## src/rtl/sne_evt_stream_pkg.sv

```systemverilog
// Shared types and widths for the event-stream engine weight path.
package sne_evt_stream_pkg;

  localparam int WEIGHT_WIDTH = 8;

  typedef enum logic [1:0] {
    ARB_IDLE    = 2'd0,
    ARB_GRANT   = 2'd1,
    ARB_RELEASE = 2'd2
  } evt_arb_state_t;

endpackage

```

## src/rtl/evt_weight_mem_arbiter_if.sv

```systemverilog
// Loader-side request bus and bank-side write/read bus of the weight-memory arbiter.
interface evt_weight_mem_arbiter_if
  import sne_evt_stream_pkg::*;
#(
  parameter int NUM_REQ      = 4,
  parameter int DP_GROUP     = 16,
  parameter int ADDR_WIDTH   = 7,
  parameter int WEIGHT_WIDTH = sne_evt_stream_pkg::WEIGHT_WIDTH
);
  localparam int BAW = ADDR_WIDTH - 1;

  logic [NUM_REQ-1:0]                             req_i;
  logic [NUM_REQ-1:0]                             done_i;
  logic [NUM_REQ-1:0][BAW-1:0]                    req_rd_addr_i;
  logic [NUM_REQ-1:0][BAW-1:0]                    req_wr_addr_i;
  logic [NUM_REQ-1:0]                             req_rd_en_i;
  logic [NUM_REQ-1:0]                             req_wr_en_i;
  logic [NUM_REQ-1:0][DP_GROUP*WEIGHT_WIDTH-1:0]  req_weight_i;

  logic [NUM_REQ-1:0]                             grant_o;
  logic [DP_GROUP-1:0][BAW-1:0]                   group_rd_addr_o;
  logic [DP_GROUP-1:0][BAW-1:0]                   group_wr_addr_o;
  logic [DP_GROUP-1:0]                            group_rd_en_o;
  logic [DP_GROUP-1:0]                            group_wr_en_o;
  logic [DP_GROUP-1:0][WEIGHT_WIDTH-1:0]          group_weight_o;

  modport master (
    output req_i, done_i, req_rd_addr_i, req_wr_addr_i, req_rd_en_i, req_wr_en_i, req_weight_i,
    input  grant_o, group_rd_addr_o, group_wr_addr_o, group_rd_en_o, group_wr_en_o, group_weight_o
  );

  modport slave (
    input  req_i, done_i, req_rd_addr_i, req_wr_addr_i, req_rd_en_i, req_wr_en_i, req_weight_i,
    output grant_o, group_rd_addr_o, group_wr_addr_o, group_rd_en_o, group_wr_en_o, group_weight_o
  );
endinterface

```

## src/rtl/evt_rr_picker.sv

```systemverilog
// Combinational round-robin picker: first set request at or above ptr_i, wrapping.
module evt_rr_picker #(
  parameter int NUM_REQ = 4,
  localparam int IW     = $clog2(NUM_REQ)
) (
  input  logic [NUM_REQ-1:0] req_i,
  input  logic [IW-1:0]      ptr_i,
  output logic [IW-1:0]      idx_o,
  output logic               valid_o
);
  logic [IW:0]   sum;
  logic [IW-1:0] cand;

  always_comb begin
    idx_o   = '0;
    valid_o = 1'b0;
    sum     = '0;
    cand    = '0;
    for (int i = 0; i < NUM_REQ; i++) begin
      sum = {1'b0, ptr_i} + (IW+1)'(i);
      if (sum >= (IW+1)'(NUM_REQ)) begin
        sum = sum - (IW+1)'(NUM_REQ);
      end
      cand = sum[IW-1:0];
      if (!valid_o && req_i[cand]) begin
        valid_o = 1'b1;
        idx_o   = cand;
      end
    end
  end
endmodule

```

## src/rtl/evt_weight_mem_arbiter.sv

```systemverilog
// Round-robin owner of the weight-bank port: one locked burst per grant,
// owner's bus registered onto every bank lane.
module evt_weight_mem_arbiter
  import sne_evt_stream_pkg::*;
#(
  parameter int NUM_REQ    = 4,
  parameter int DP_GROUP   = 16,
  parameter int ADDR_WIDTH = 7,
  parameter int BURST_LEN  = 64,
  parameter int TIMEOUT    = 255
) (
  input  logic                       engine_clk_i,
  input  logic                       engine_rst_ni,
  input  logic                       enable_i,
  evt_weight_mem_arbiter_if.slave    bus,
  output logic [$clog2(NUM_REQ)-1:0] owner_o,
  output logic                       busy_o,
  output logic                       timeout_o
);
  localparam int IW  = $clog2(NUM_REQ);
  localparam int BAW = ADDR_WIDTH - 1;
  localparam int BW  = $clog2(BURST_LEN) + 1;
  localparam int TW  = $clog2(TIMEOUT) + 1;
  localparam int DW  = DP_GROUP * WEIGHT_WIDTH;

  evt_arb_state_t     state_q, state_d;
  logic [IW-1:0]      owner_q, owner_d;
  logic [IW-1:0]      ptr_q, ptr_d;
  logic [BW-1:0]      beat_q, beat_d;
  logic [TW-1:0]      idle_q, idle_d;
  logic [NUM_REQ-1:0] grant_q, grant_d;
  logic               busy_q, busy_d;
  logic               timeout_q, timeout_d;

  logic [BAW-1:0]     rd_addr_q, wr_addr_q;
  logic               rd_en_q, wr_en_q;
  logic [DW-1:0]      weight_q;

  logic [IW-1:0]      pick_idx;
  logic               pick_valid;
  logic               own_wr, own_done;

  evt_rr_picker #(.NUM_REQ(NUM_REQ)) u_picker (
    .req_i   (bus.req_i),
    .ptr_i   (ptr_q),
    .idx_o   (pick_idx),
    .valid_o (pick_valid)
  );

  assign own_wr   = bus.req_wr_en_i[owner_q];
  assign own_done = bus.done_i[owner_q];

  always_comb begin
    state_d   = state_q;
    owner_d   = owner_q;
    ptr_d     = ptr_q;
    beat_d    = beat_q;
    idle_d    = idle_q;
    grant_d   = grant_q;
    busy_d    = busy_q;
    timeout_d = 1'b0;
    case (state_q)
      ARB_IDLE: begin
        if (enable_i && pick_valid) begin
          owner_d = pick_idx;
          grant_d = {{(NUM_REQ-1){1'b0}}, 1'b1} << pick_idx;
          busy_d  = 1'b1;
          state_d = ARB_GRANT;
        end
      end
      ARB_GRANT: begin
        if (own_wr) begin
          beat_d = beat_q + BW'(1);
          idle_d = '0;
        end else begin
          idle_d = idle_q + TW'(1);
        end
        // Burst end wins over timeout so a final beat is never flagged as forced.
        if (own_done || (own_wr && beat_q == BW'(BURST_LEN - 1))) begin
          grant_d = '0;
          busy_d  = 1'b0;
          state_d = ARB_RELEASE;
        end else if (idle_q == TW'(TIMEOUT)) begin
          grant_d   = '0;
          busy_d    = 1'b0;
          timeout_d = 1'b1;
          state_d   = ARB_RELEASE;
        end
      end
      ARB_RELEASE: begin
        ptr_d   = (owner_q == IW'(NUM_REQ - 1)) ? '0 : owner_q + IW'(1);
        beat_d  = '0;
        idle_d  = '0;
        state_d = ARB_IDLE;
      end
      default: state_d = ARB_IDLE;
    endcase
  end

  always_ff @(posedge engine_clk_i or negedge engine_rst_ni) begin
    if (!engine_rst_ni) begin
      state_q   <= ARB_IDLE;
      owner_q   <= '0;
      ptr_q     <= '0;
      beat_q    <= '0;
      idle_q    <= '0;
      grant_q   <= '0;
      busy_q    <= 1'b0;
      timeout_q <= 1'b0;
    end else begin
      state_q   <= state_d;
      owner_q   <= owner_d;
      ptr_q     <= ptr_d;
      beat_q    <= beat_d;
      idle_q    <= idle_d;
      grant_q   <= grant_d;
      busy_q    <= busy_d;
      timeout_q <= timeout_d;
    end
  end

  // Bank lanes follow the owner one cycle late; outside a grant only enables drop.
  always_ff @(posedge engine_clk_i or negedge engine_rst_ni) begin
    if (!engine_rst_ni) begin
      rd_addr_q <= '0;
      wr_addr_q <= '0;
      rd_en_q   <= 1'b0;
      wr_en_q   <= 1'b0;
      weight_q  <= '0;
    end else if (state_q == ARB_GRANT) begin
      rd_addr_q <= bus.req_rd_addr_i[owner_q];
      wr_addr_q <= bus.req_wr_addr_i[owner_q];
      rd_en_q   <= bus.req_rd_en_i[owner_q];
      wr_en_q   <= own_wr;
      weight_q  <= bus.req_weight_i[owner_q];
    end else begin
      rd_en_q   <= 1'b0;
      wr_en_q   <= 1'b0;
    end
  end

  assign bus.grant_o         = grant_q;
  assign bus.group_rd_addr_o = {DP_GROUP{rd_addr_q}};
  assign bus.group_wr_addr_o = {DP_GROUP{wr_addr_q}};
  assign bus.group_rd_en_o   = {DP_GROUP{rd_en_q}};
  assign bus.group_wr_en_o   = {DP_GROUP{wr_en_q}};
  assign bus.group_weight_o  = weight_q;
  assign owner_o             = owner_q;
  assign busy_o              = busy_q;
  assign timeout_o           = timeout_q;
endmodule

```

## src/flat_wrapper.sv

```systemverilog
// flat-port wrapper written by rule: the top's interface ports become plain ports
module evt_weight_mem_arbiter_flat import sne_evt_stream_pkg::*;
#(
  parameter int NUM_REQ    = 4,
  parameter int DP_GROUP   = 16,
  parameter int ADDR_WIDTH = 7,
  parameter int BURST_LEN  = 64,
  parameter int TIMEOUT    = 255
)
  (engine_clk_i, engine_rst_ni, enable_i, owner_o, busy_o, timeout_o, bus_req_i, bus_done_i, bus_req_rd_addr_i, bus_req_wr_addr_i, bus_req_rd_en_i, bus_req_wr_en_i, bus_req_weight_i, bus_grant_o, bus_group_rd_addr_o, bus_group_wr_addr_o, bus_group_rd_en_o, bus_group_wr_en_o, bus_group_weight_o);
  evt_weight_mem_arbiter_if #(.NUM_REQ(NUM_REQ), .DP_GROUP(DP_GROUP), .ADDR_WIDTH(ADDR_WIDTH), .WEIGHT_WIDTH((WEIGHT_WIDTH))) bus_i ();
  input  logic engine_clk_i;
  input  logic engine_rst_ni;
  input  logic enable_i;
  output logic [$clog2(NUM_REQ)-1:0] owner_o;
  output logic busy_o;
  output logic timeout_o;
  input wire logic [$bits(bus_i.req_i)-1:0] bus_req_i;
  input wire logic [$bits(bus_i.done_i)-1:0] bus_done_i;
  input wire logic [$bits(bus_i.req_rd_addr_i)-1:0] bus_req_rd_addr_i;
  input wire logic [$bits(bus_i.req_wr_addr_i)-1:0] bus_req_wr_addr_i;
  input wire logic [$bits(bus_i.req_rd_en_i)-1:0] bus_req_rd_en_i;
  input wire logic [$bits(bus_i.req_wr_en_i)-1:0] bus_req_wr_en_i;
  input wire logic [$bits(bus_i.req_weight_i)-1:0] bus_req_weight_i;
  output wire logic [$bits(bus_i.grant_o)-1:0] bus_grant_o;
  output wire logic [$bits(bus_i.group_rd_addr_o)-1:0] bus_group_rd_addr_o;
  output wire logic [$bits(bus_i.group_wr_addr_o)-1:0] bus_group_wr_addr_o;
  output wire logic [$bits(bus_i.group_rd_en_o)-1:0] bus_group_rd_en_o;
  output wire logic [$bits(bus_i.group_wr_en_o)-1:0] bus_group_wr_en_o;
  output wire logic [$bits(bus_i.group_weight_o)-1:0] bus_group_weight_o;
  assign bus_i.req_i = bus_req_i;
  assign bus_i.done_i = bus_done_i;
  assign bus_i.req_rd_addr_i = bus_req_rd_addr_i;
  assign bus_i.req_wr_addr_i = bus_req_wr_addr_i;
  assign bus_i.req_rd_en_i = bus_req_rd_en_i;
  assign bus_i.req_wr_en_i = bus_req_wr_en_i;
  assign bus_i.req_weight_i = bus_req_weight_i;
  assign bus_grant_o = bus_i.grant_o;
  assign bus_group_rd_addr_o = bus_i.group_rd_addr_o;
  assign bus_group_wr_addr_o = bus_i.group_wr_addr_o;
  assign bus_group_rd_en_o = bus_i.group_rd_en_o;
  assign bus_group_wr_en_o = bus_i.group_wr_en_o;
  assign bus_group_weight_o = bus_i.group_weight_o;
  evt_weight_mem_arbiter #(.NUM_REQ(NUM_REQ), .DP_GROUP(DP_GROUP), .ADDR_WIDTH(ADDR_WIDTH), .BURST_LEN(BURST_LEN), .TIMEOUT(TIMEOUT)) u_core (.engine_clk_i(engine_clk_i), .engine_rst_ni(engine_rst_ni), .enable_i(enable_i), .bus(bus_i), .owner_o(owner_o), .busy_o(busy_o), .timeout_o(timeout_o));
endmodule
```

## config.mk

```make
export PLATFORM = sky130hd
export DESIGN_NAME = evt_weight_mem_arbiter_flat
export DESIGN_NICKNAME = d
export VERILOG_FILES = /design/src/rtl/sne_evt_stream_pkg.sv /design/src/rtl/evt_weight_mem_arbiter_if.sv /design/src/rtl/evt_rr_picker.sv /design/src/rtl/evt_weight_mem_arbiter.sv /design/src/flat_wrapper.sv
export SDC_FILE = /design/constraint.sdc
export NUM_CORES = 1
export LEC_CHECK = 0
export ABC_AREA = 0
export CAP_MARGIN = 20
export CELL_PAD_IN_SITES_DETAIL_PLACEMENT = 0
export CELL_PAD_IN_SITES_GLOBAL_PLACEMENT = 1
export CORE_AREA = 2 2 365 367
export DETAILED_ROUTE_END_ITERATION = 10
export DIE_AREA = 0 0 367 369
export PLACE_DENSITY_LB_ADDON = 0.1
export SYNTH_ARGS = -nofsm -noshare
export SYNTH_HDL_FRONTEND = slang
export SYNTH_SLANG_ARGS = --single-unit
```

## constraint.sdc

```tcl
create_clock -name engine_clk_i -period 3.1 [get_ports engine_clk_i]
set_input_delay 0.775 -clock engine_clk_i [delete_from_list [all_inputs] [get_ports engine_clk_i]]
set_output_delay 0.775 -clock engine_clk_i [all_outputs]
set_load 0.01 [all_outputs]
```

==> run_results.csv <==
group,metric,value,unit
floorplanning,num_rows,133,
sta,timing.fmax,364,MHz
synth,netlist_area,11700,um^2
clocking,cts_sinks,170,
critical_path,timing.rr.start,"u_core.owner_o[0]",
synth,synth_warnings,0,
critical_path,cp_num_buf_inv,1,
routing,route.final.wire_length,72300,um
routing,wirelength_met1,24900,um
critical_path,timing.rr.end,"u_core.bus.group_weight_o[92]",
sta,tightest_slew,607,ps
placed_design,gp_routability_congestion,0.741,
min_path,hold_path.class,"primary input to asynchronous set/reset pin",
sta,post-route-min-period,2740,ps
clocking,cts_hold_buf,0,
routing,via_count,10100,
synth,seq_area_frac_synth,36.3,%
synth,avgSynthCellArea,13.8,um^2
sta,slew_headroom,59.0,%
critical_path,reg2reg_slack,760,ps
power_and_ir_drop,leakagePower,0.00783,uW
floorplanning,dieArea,135000,um^2
synth,synth_seq_cells,170,
clocking,cts_buffers,17,
synth,synth_area_leaders,"dfrtp_1 (36%), mux4_2 (27%), mux2_2 (14%)",
sta,fin_hold_ws,234,ps
synth,synth-edff-count,0,
routing,top_layer_used,"met5",
routing,drtIter0Drc,240,
sta,report.final.slew_viol_count,0,
sta,finalSetupViolations,0,
critical_path,crit_chain,"clkdlybuf4s50_1",
power_and_ir_drop,ir_worst_vdd,0.497,mV
sta,fin_skew,14.3,ps
routing,ant_nets,0,
clocking,clkTransAtPathRegs,80,ps
critical_path,worstSetupPathType,"flip-flop to output pin",
critical_path,max_stage_delay,780,ps
cells_and_area,drive_gt1_share,22.4,%
clocking,cts_tree,"yes",
sta,finalHoldViolations,0,
routing,vias_per_cell,3.02,
critical_path,cpMaxStageDelayCell,"dfrtp_4",
sta,period_share,88.5,%
critical_path,cp.required,2320,ps
cells_and_area,final_nets,2151,
synth,synth_ff_type,"dfrtp_1",
routing,wl_met3,7520,um
placed_design,numPortBuffers,938,
floorplanning,start_util,8.94,%
power_and_ir_drop,power_density,877,nW/um^2
cells_and_area,areaGrowthSynthToFinish,91.6,%
clocking,clock_path_buffers,2,
floorplanning,core_area,131000,um^2
global_route,grt_first_pass_wirelength,96400,um
floorplanning,die_w,367,um
critical_path,end_kind,"output pin",
floorplanning,pin_count,939,
outcome,status,"complete, no violations",
synth,synthesis.nets,1434,
clocking,cts-root-buf,"clkbuf_16",
synth,synth_cell_types,44,
critical_path,critPathLaunchType,"flip-flop",
floorplanning,die_h,369,um
routing,drc_errors,0,
placed_design,dp_hpwl,60400,um
critical_path,cp_top_family,"flip-flops",
synth,synth_cells,848,
global_route,grt_usage,10.4,%
synth,synth_top_area_share,36.3,%
global_route,overflow,0,
sta,rsz0062_at_grt,"false",
routing,route.detailed.wl_per_inst,21.6,um
global_route,grt_max_degree,77,
routing,dr.pass1.iters,4,
routing,met2_length,38400,um
global_route,antenna_found_initial,36,
clocking,cts_resized,0,
clocking,cts_max_level,4,
clocking,clock_latency,530,ps
critical_path,crit_fanout,17,
synth,yosysTopAreaCell,"dfrtp_1",
cells_and_area,final_cell_mix,"clkdlybuf4s50_1 (937), dfrtp_1 (168), mux4_2 (143)",
synth,synthArstFlopShare,100,%
sta,finalSetupTns,0,ps
clocking,postCtsSetupBuffers,0,
global_route,grt_pass1_vias,11200,
flow_run,drv_cap,0,
critical_path,worstPathArrival,1970,ps
critical_path,worstRegToRegCells,4,
cells_and_area,final_common_cell,"clkdlybuf4s50_1",
routing by layer:
layer / track usage, % / vias up
li1: - / 4454
met1: 10.3 / 5011
met2: 18.9 / 545
met3: 5.02 / 74
met4: 3.49 / 26
met5: 0 / -
metrics by stage:
| step | utilization (%) | cell area [um^2] | std cells | setup slack [ps] | power (uW) |
|---|---|---|---|---|---|
| after floorplan | - | 11700 | 848 | 1050 | 11700 |
| after global placement | 16.7 | 21800 | 3301 | 389 | 18000 |
| after detailed placement | 16.7 | 21800 | 3301 | 347 | 17900 |
| after CTS | 17.1 | 22400 | 3333 | 175 | 20500 |
| after global routing | 17.1 | 22400 | 3339 | 170 | 21100 |
| final | 17.1 | 22500 | 3345 | 355 | 19700 |
sequential cells by signal, summed over array words and instances (netlist names):
signal                     cells
u_core.bus.group_weight_o    128
u_core.idle_q                  9
u_core.beat_q                  7
u_core.rd_addr_q               6
u_core.wr_addr_q               6
u_core.bus.grant_o             4
u_core.owner_o                 2
u_core.ptr_q                   2
u_core.state_q                 2
u_core.busy_o                  1
u_core.rd_en_q                 1
u_core.timeout_o               1
u_core.wr_en_q                 1
report_power, final:
group          switching [uW]  internal, uW
Clock                    1180          1180
Combinational            5270          7660
Sequential               1100          3310
worst max path at each step:
stage / cells after the start / slack (ps) / endpoint / start
finish: 1 / 360 / owner_o[0] / u_core.owner_o[0]
global route: 1 / 170 / owner_o[0] / u_core.owner_o[0]
CTS: 1 / 180 / owner_o[0] / u_core.owner_o[0]
detailed placement: 6 / 350 / u_core.bus.grant_o[1] / bus_req_i[0]
global placement: 6 / 390 / u_core.state_q[0] / bus_done_i[3]
floorplan: 8 / 1050 / u_core.state_q[0] / u_core.idle_q[0]
cell families after synthesis:
| logic type | count (synthesis) | share of synthesized area, % |
|---|---|---|
| AOI/OAI and AO/OA | 47 | 3.03 |
| DFF | 170 | 36.3 |
| muxes | 289 | 41.5 |
| adders and majority gates | 7 | 0.747 |
| buffers and inverters | 278 | 16.0 |
| and+or+nand+nor | 57 | 2.50 |
synth_stat cells, types with 2 or more instances:
library cell and count:
nor2_1 7, o2bb2ai_1 3, or2_2 2, buf_4 212
a21oi_1 6, a32o_1 7, nand4_1 2, or3_1 3
and3_1 6, o22ai_1 5, a31oi_1 2, clkbuf_1 32
buf_1 2, nand2b_1 7, mux2_2 142, mux4_2 143
dfrtp_1 170, mux2i_1 4, nor3_1 2, nand2_1 18
buf_2 19, o31ai_1 4, o21ai_0 8, nand3_1 5
ha_1 7, inv_1 12
cell type report:
class                   instances  area [um^2]
inverters                      12         45.0
multi-input cells             400         5610
well taps                    1755         2200
clock buffers                  20          467
flip-flops and latches        170         4260
fillers                     14500       109000
clock inverters                12          115
repair buffers                964         9740
diodes                         12         30.0
(Power assumes the default switching activity.)
==> RTL edit 1 (config.mk and constraints unchanged) <==
The 3 states of `evt_arb_state_t` get a one-hot encoding in 3 bits.
--- a/src/rtl/sne_evt_stream_pkg.sv
+++ b/src/rtl/sne_evt_stream_pkg.sv
@@ -4,8 +4,8 @@
   localparam int WEIGHT_WIDTH = 8;
 
-  typedef enum logic [1:0] {
-    ARB_IDLE    = 2'd0,
-    ARB_GRANT   = 2'd1,
-    ARB_RELEASE = 2'd2
+  typedef enum logic [2:0] {
+    ARB_IDLE    = 3'b001,
+    ARB_GRANT   = 3'b010,
+    ARB_RELEASE = 3'b100
   } evt_arb_state_t;
 
Formal check against the unedited RTL: no difference found for any inputs over 4 cycles, from zero or initial values and one cycle with engine_rst_ni low; so few cycles prove little.
==> RTL edit 1 against the unedited design <==
Worst setup slack better by 39 ps. Utilization is 0.14 points lower. Largest power group unchanged. Design area is 0.82% lower. Synthesized area is 0.91% lower. Sequential cell count is 1 higher. Wire length is 4.5% higher. Total power is 9.1% lower. Maximum frequency is 1.4% higher. Register-to-register slack better by 20 ps. Global-route usage is 0.48 points higher.
==> RTL edit 1: results <==
{
  "status": "finished clean",
  "ir_drop_mv": 0.247,
  "endpoint": "bus_group_wr_addr_o[57]",
  "synth_commonest_cells": "450 x nand2_1, 212 x buf_4, 170 x dfrtp_1",
  "grt_pass1_wl_mm": 102,
  "arrival_ps": 1930,
  "insertion_delay_ps": 510,
  "antenna_found_initial": 39,
  "critPathLaunch": "u_core.wr_addr_q[3]$_DFFE_PN0N_",
  "critPathSlowestCell": "dfrtp_1",
  "grt_max_degree": 89,
  "r2r_slack_ps": 780,
  "worst_path_largest_cell_delay_ps": 750,
  "gp_congestion": 0.759,
  "final_layout_size_suffix_gt1_share_pct": 11.5,
  "fin_nets": 2424,
  "cts-resized-gates": 0,
  "grt_pass1_vias": 12300,
  "p_leak_uw": 0.00848,
  "post-dp-hpwl_mm": 62.8,
  "yosysSeqAreaShare_pct": 36.9,
  "yosys-top-cells-area": "dfrtp_1 37%, mux4_2 28%, nand2_1 15%",
  "netlist-cell-type-count": 36,
  "r2r-end": "u_core.bus.group_weight_o[19]$_DFFE_PN0N_",
  "synth_fp_nets": 1714,
  "cts-root-buf": "clkbuf_16",
  "routedWlPerCell_um": 20.9,
  "fin_skew_ps": 19.1,
  "dr.first_iter.drc_count": 381,
  "r2r_start": "u_core.state_q[0]$_DFFE_PN1P_",
  "worst_pin_slew_ps": 901,
  "grt_use_total_pct": 10.9
}
## RTL edit 1: cell count changes in the layout (fill, tap and decap cells not counted), moves of 9 or more
cell     unedited run  this run
nand2_1            18       450
mux2_2            142         0
nor2_1              7        18
buf_4              14        23
inv_1              12         3
## RTL edit 1: layout make-up
cell class	count	area, um^2
clock buffer	18	429
sequential	171	4290
antenna	4	10.0
timing repair buffer	970	9750
clock inverter	14	148
fill	14700	109000
inverter	3	11.3
multi-input combinational	678	5450
tap	1755	2200
## RTL edit 1: metal layers
layer / part of all wire (%) / wire length (um) / vias to the layer above / GRT usage (%)
met1: 36 / 27000 / 5378 / 11.2
met3: 9.1 / 6890 / 80 / 4.76
met4: 0.87 / 658 / 34 / 1.73
li1: - / - / 5065 / -
met5: 0.30 / 229 / - / 0
met2: 54 / 40800 / 558 / 20.5
## RTL edit 1: report_power, final
part	switching (uW)	leakage [uW]	internal (uW)
clock network	1260	0.000276	1080
logic	5030	0.00609	6210
registers	1070	0.00211	3270
total	7360	0.00848	10600
## RTL edit 1: how the worst min path moves through the flow
stage                                                    startpoint  slack, ps  cells after the start                                         to
after floorplan                        u_core.idle_q[8]$_DFFE_PN0P_        450                      2               u_core.idle_q[8]$_DFFE_PN0P_
after global placement    u_core.bus.group_weight_o[93]$_DFFE_PN0N_        460                      2  u_core.bus.group_weight_o[93]$_DFFE_PN0N_
after detailed placement  u_core.bus.group_weight_o[26]$_DFFE_PN0N_        460                      2  u_core.bus.group_weight_o[26]$_DFFE_PN0N_
final                                                 engine_rst_ni        230                      1  u_core.bus.group_weight_o[64]$_DFFE_PN0N_
after global routing                                  engine_rst_ni        220                      1  u_core.bus.group_weight_o[64]$_DFFE_PN0N_
after CTS                                             engine_rst_ni        230                      1  u_core.bus.group_weight_o[64]$_DFFE_PN0N_
## RTL edit 1: cell families (layout without fill, tap and decap cells)
kind of cell    after synthesis  in the layout  synth area share (%)
other cells                   0              4                     0
flops                       171            171                  36.9
mux                         145            145                  27.9
compound gates               28             28                  1.37
simple gates                495            495                  16.7
xor+xnor                      6              6                 0.452
fa+ha+maj                     4              4                 0.431
buf+inv                     282           1005                  16.3
## RTL edit 1: through the flow
step	setup slack [ps]	utilization, %	instances	total power [uW]
6_report	394	17.0	3613	17900
5_1_grt	205	17.0	3610	19300
4_1_cts	243	17.0	3609	18600
3_5_place_dp	536	16.5	3577	16100
3_3_place_gp	553	16.5	3577	16100
2_1_floorplan	1130	-	1131	10300
==> RTL edit 2 (same settings) <==
Without the edit above. `ADDR_WIDTH` is set to 7 in 3 places; all go to 8.
--- a/src/rtl/evt_weight_mem_arbiter_if.sv
+++ b/src/rtl/evt_weight_mem_arbiter_if.sv
@@ -5,5 +5,5 @@
   parameter int NUM_REQ      = 4,
   parameter int DP_GROUP     = 16,
-  parameter int ADDR_WIDTH   = 7,
+  parameter int ADDR_WIDTH   = 8,
   parameter int WEIGHT_WIDTH = sne_evt_stream_pkg::WEIGHT_WIDTH
 );
--- a/src/rtl/evt_weight_mem_arbiter.sv
+++ b/src/rtl/evt_weight_mem_arbiter.sv
@@ -6,5 +6,5 @@
   parameter int NUM_REQ    = 4,
   parameter int DP_GROUP   = 16,
-  parameter int ADDR_WIDTH = 7,
+  parameter int ADDR_WIDTH = 8,
   parameter int BURST_LEN  = 64,
   parameter int TIMEOUT    = 255
--- a/src/flat_wrapper.sv
+++ b/src/flat_wrapper.sv
@@ -4,5 +4,5 @@
   parameter int NUM_REQ    = 4,
   parameter int DP_GROUP   = 16,
-  parameter int ADDR_WIDTH = 7,
+  parameter int ADDR_WIDTH = 8,
   parameter int BURST_LEN  = 64,
   parameter int TIMEOUT    = 255
Ports: changed (resized bus_group_rd_addr_o, bus_group_wr_addr_o, bus_req_rd_addr_i and bus_req_wr_addr_i); port bits go from 939 to 979. The function was not compared with the original's and may differ.
==> RTL edit 2 against the unedited design <==
Sequential cell count up 2. Combinational power up 5%. Clock power down 2%. Wire length up 2.8%. Worst setup slack worse by 12 ps. Synthesized cell count up 4.4%. Sequential share of layout area down 0.16 points. Design area up 2.0%. Total power up 3.5%. Synthesized area up 3.6%. Largest power group unchanged. Highest routed layer unchanged.
==> RTL edit 2: results <==
{
  "wl_met3_mm": 6.29,
  "gp_congestion": 0.787,
  "synth_compound_area_share_pct": 3.08,
  "r2r-end": "u_core.state_q[0]$_DFFE_PN0P_",
  "synthMuxAreaShare_pct": 40.6,
  "multi_input_area_share_pct": 24.8,
  "multi_input_area_um2": 5690,
  "yosys-top-cells-area": "dfrtp_1 35%, mux4_2 27%, buf_4 15%",
  "wl_mm": 74.3,
  "signal_buffers": 1002,
  "grt_util_met2_pct": 19.9,
  "grt_use_total_pct": 10.7,
  "fin_nets": 2203,
  "fin_skew_ps": 12.8,
  "place_area_um2": 22300,
  "buf_share_pct": 44.1,
  "placement.io_buffers": 978,
  "ff2ff_path_depth": 8,
  "path_max_fanout": 30,
  "post-dp-hpwl_mm": 61.8,
  "p_leak_uw": 0.00800,
  "final.period_utilization_pct": 88.9,
  "vias": 10300,
  "use_met1_pct": 10.8,
  "ir_drop_mv": 0.496,
  "r2r_slack_ps": 780,
  "status": "finished clean",
  "antenna_found_initial": 29,
  "syn_to_final_growth_pct": 88.8,
  "synth_fp_nets": 1479,
  "seq_area_um2": 4310,
  "clock_buffers": 21,
  "worst_path_largest_cell_delay_ps": 600,
  "n_fill_cell": 14500,
  "multi_input_gates": 404,
  "wl_met1_mm": 26.2,
  "dr.first_iter.drc_count": 269,
  "dr_wl_met2_mm": 40.5,
  "cp_top_family": "buffers and inverters",
  "power_frac_comb_pct": 66.2,
  "met3_usage_pct": 4.57,
  "r2r_start": "u_core.idle_q[0]$_DFFE_PN0P_",
  "clkCellAreaFrac_pct": 2.43,
  "critPathSlowestCell": "clkdlybuf4s50_1",
  "insertedDiodeCount": 7,
  "synth_commonest_cells": "242 x buf_4, 172 x dfrtp_1, 145 x mux4_2",
  "dpl_worst_slack_ps": 370,
  "grt_pass1_vias": 11500,
  "final_layout_size_suffix_gt1_share_pct": 21.7
}
## RTL edit 2: cell count changes in the layout (fill, tap and decap cells not counted), moves of 2 or more
cell	before	now
mux4_2	143	145
clkdlybuf4s50_1	937	977
dfrtp_1	168	170
clkbuf_8	4	1
clkinv_4	3	1
clkbuf_1	0	4
buf_12	12	10
diode_2	12	7
mux2_2	142	144
## RTL edit 2: worst reg2reg max path: stages, from the launching register on
cell and delay [ps]:
dfrtp_1 420, ha_1 240, and3_1 180, and3_1 210, and3_1 190, ha_1 230
a311oi_4 340, a21oi_1 140, o2bb2a_4 250
## RTL edit 2: per-stage QoR
| stage | total power (uW) | std cells |
|---|---|---|
| after floorplan | 12300 | 885 |
| after global placement | 18700 | 3345 |
| after detailed placement | 18600 | 3345 |
| after CTS | 21200 | 3376 |
| after global routing | 21800 | 3380 |
| final | 20400 | 3383 |
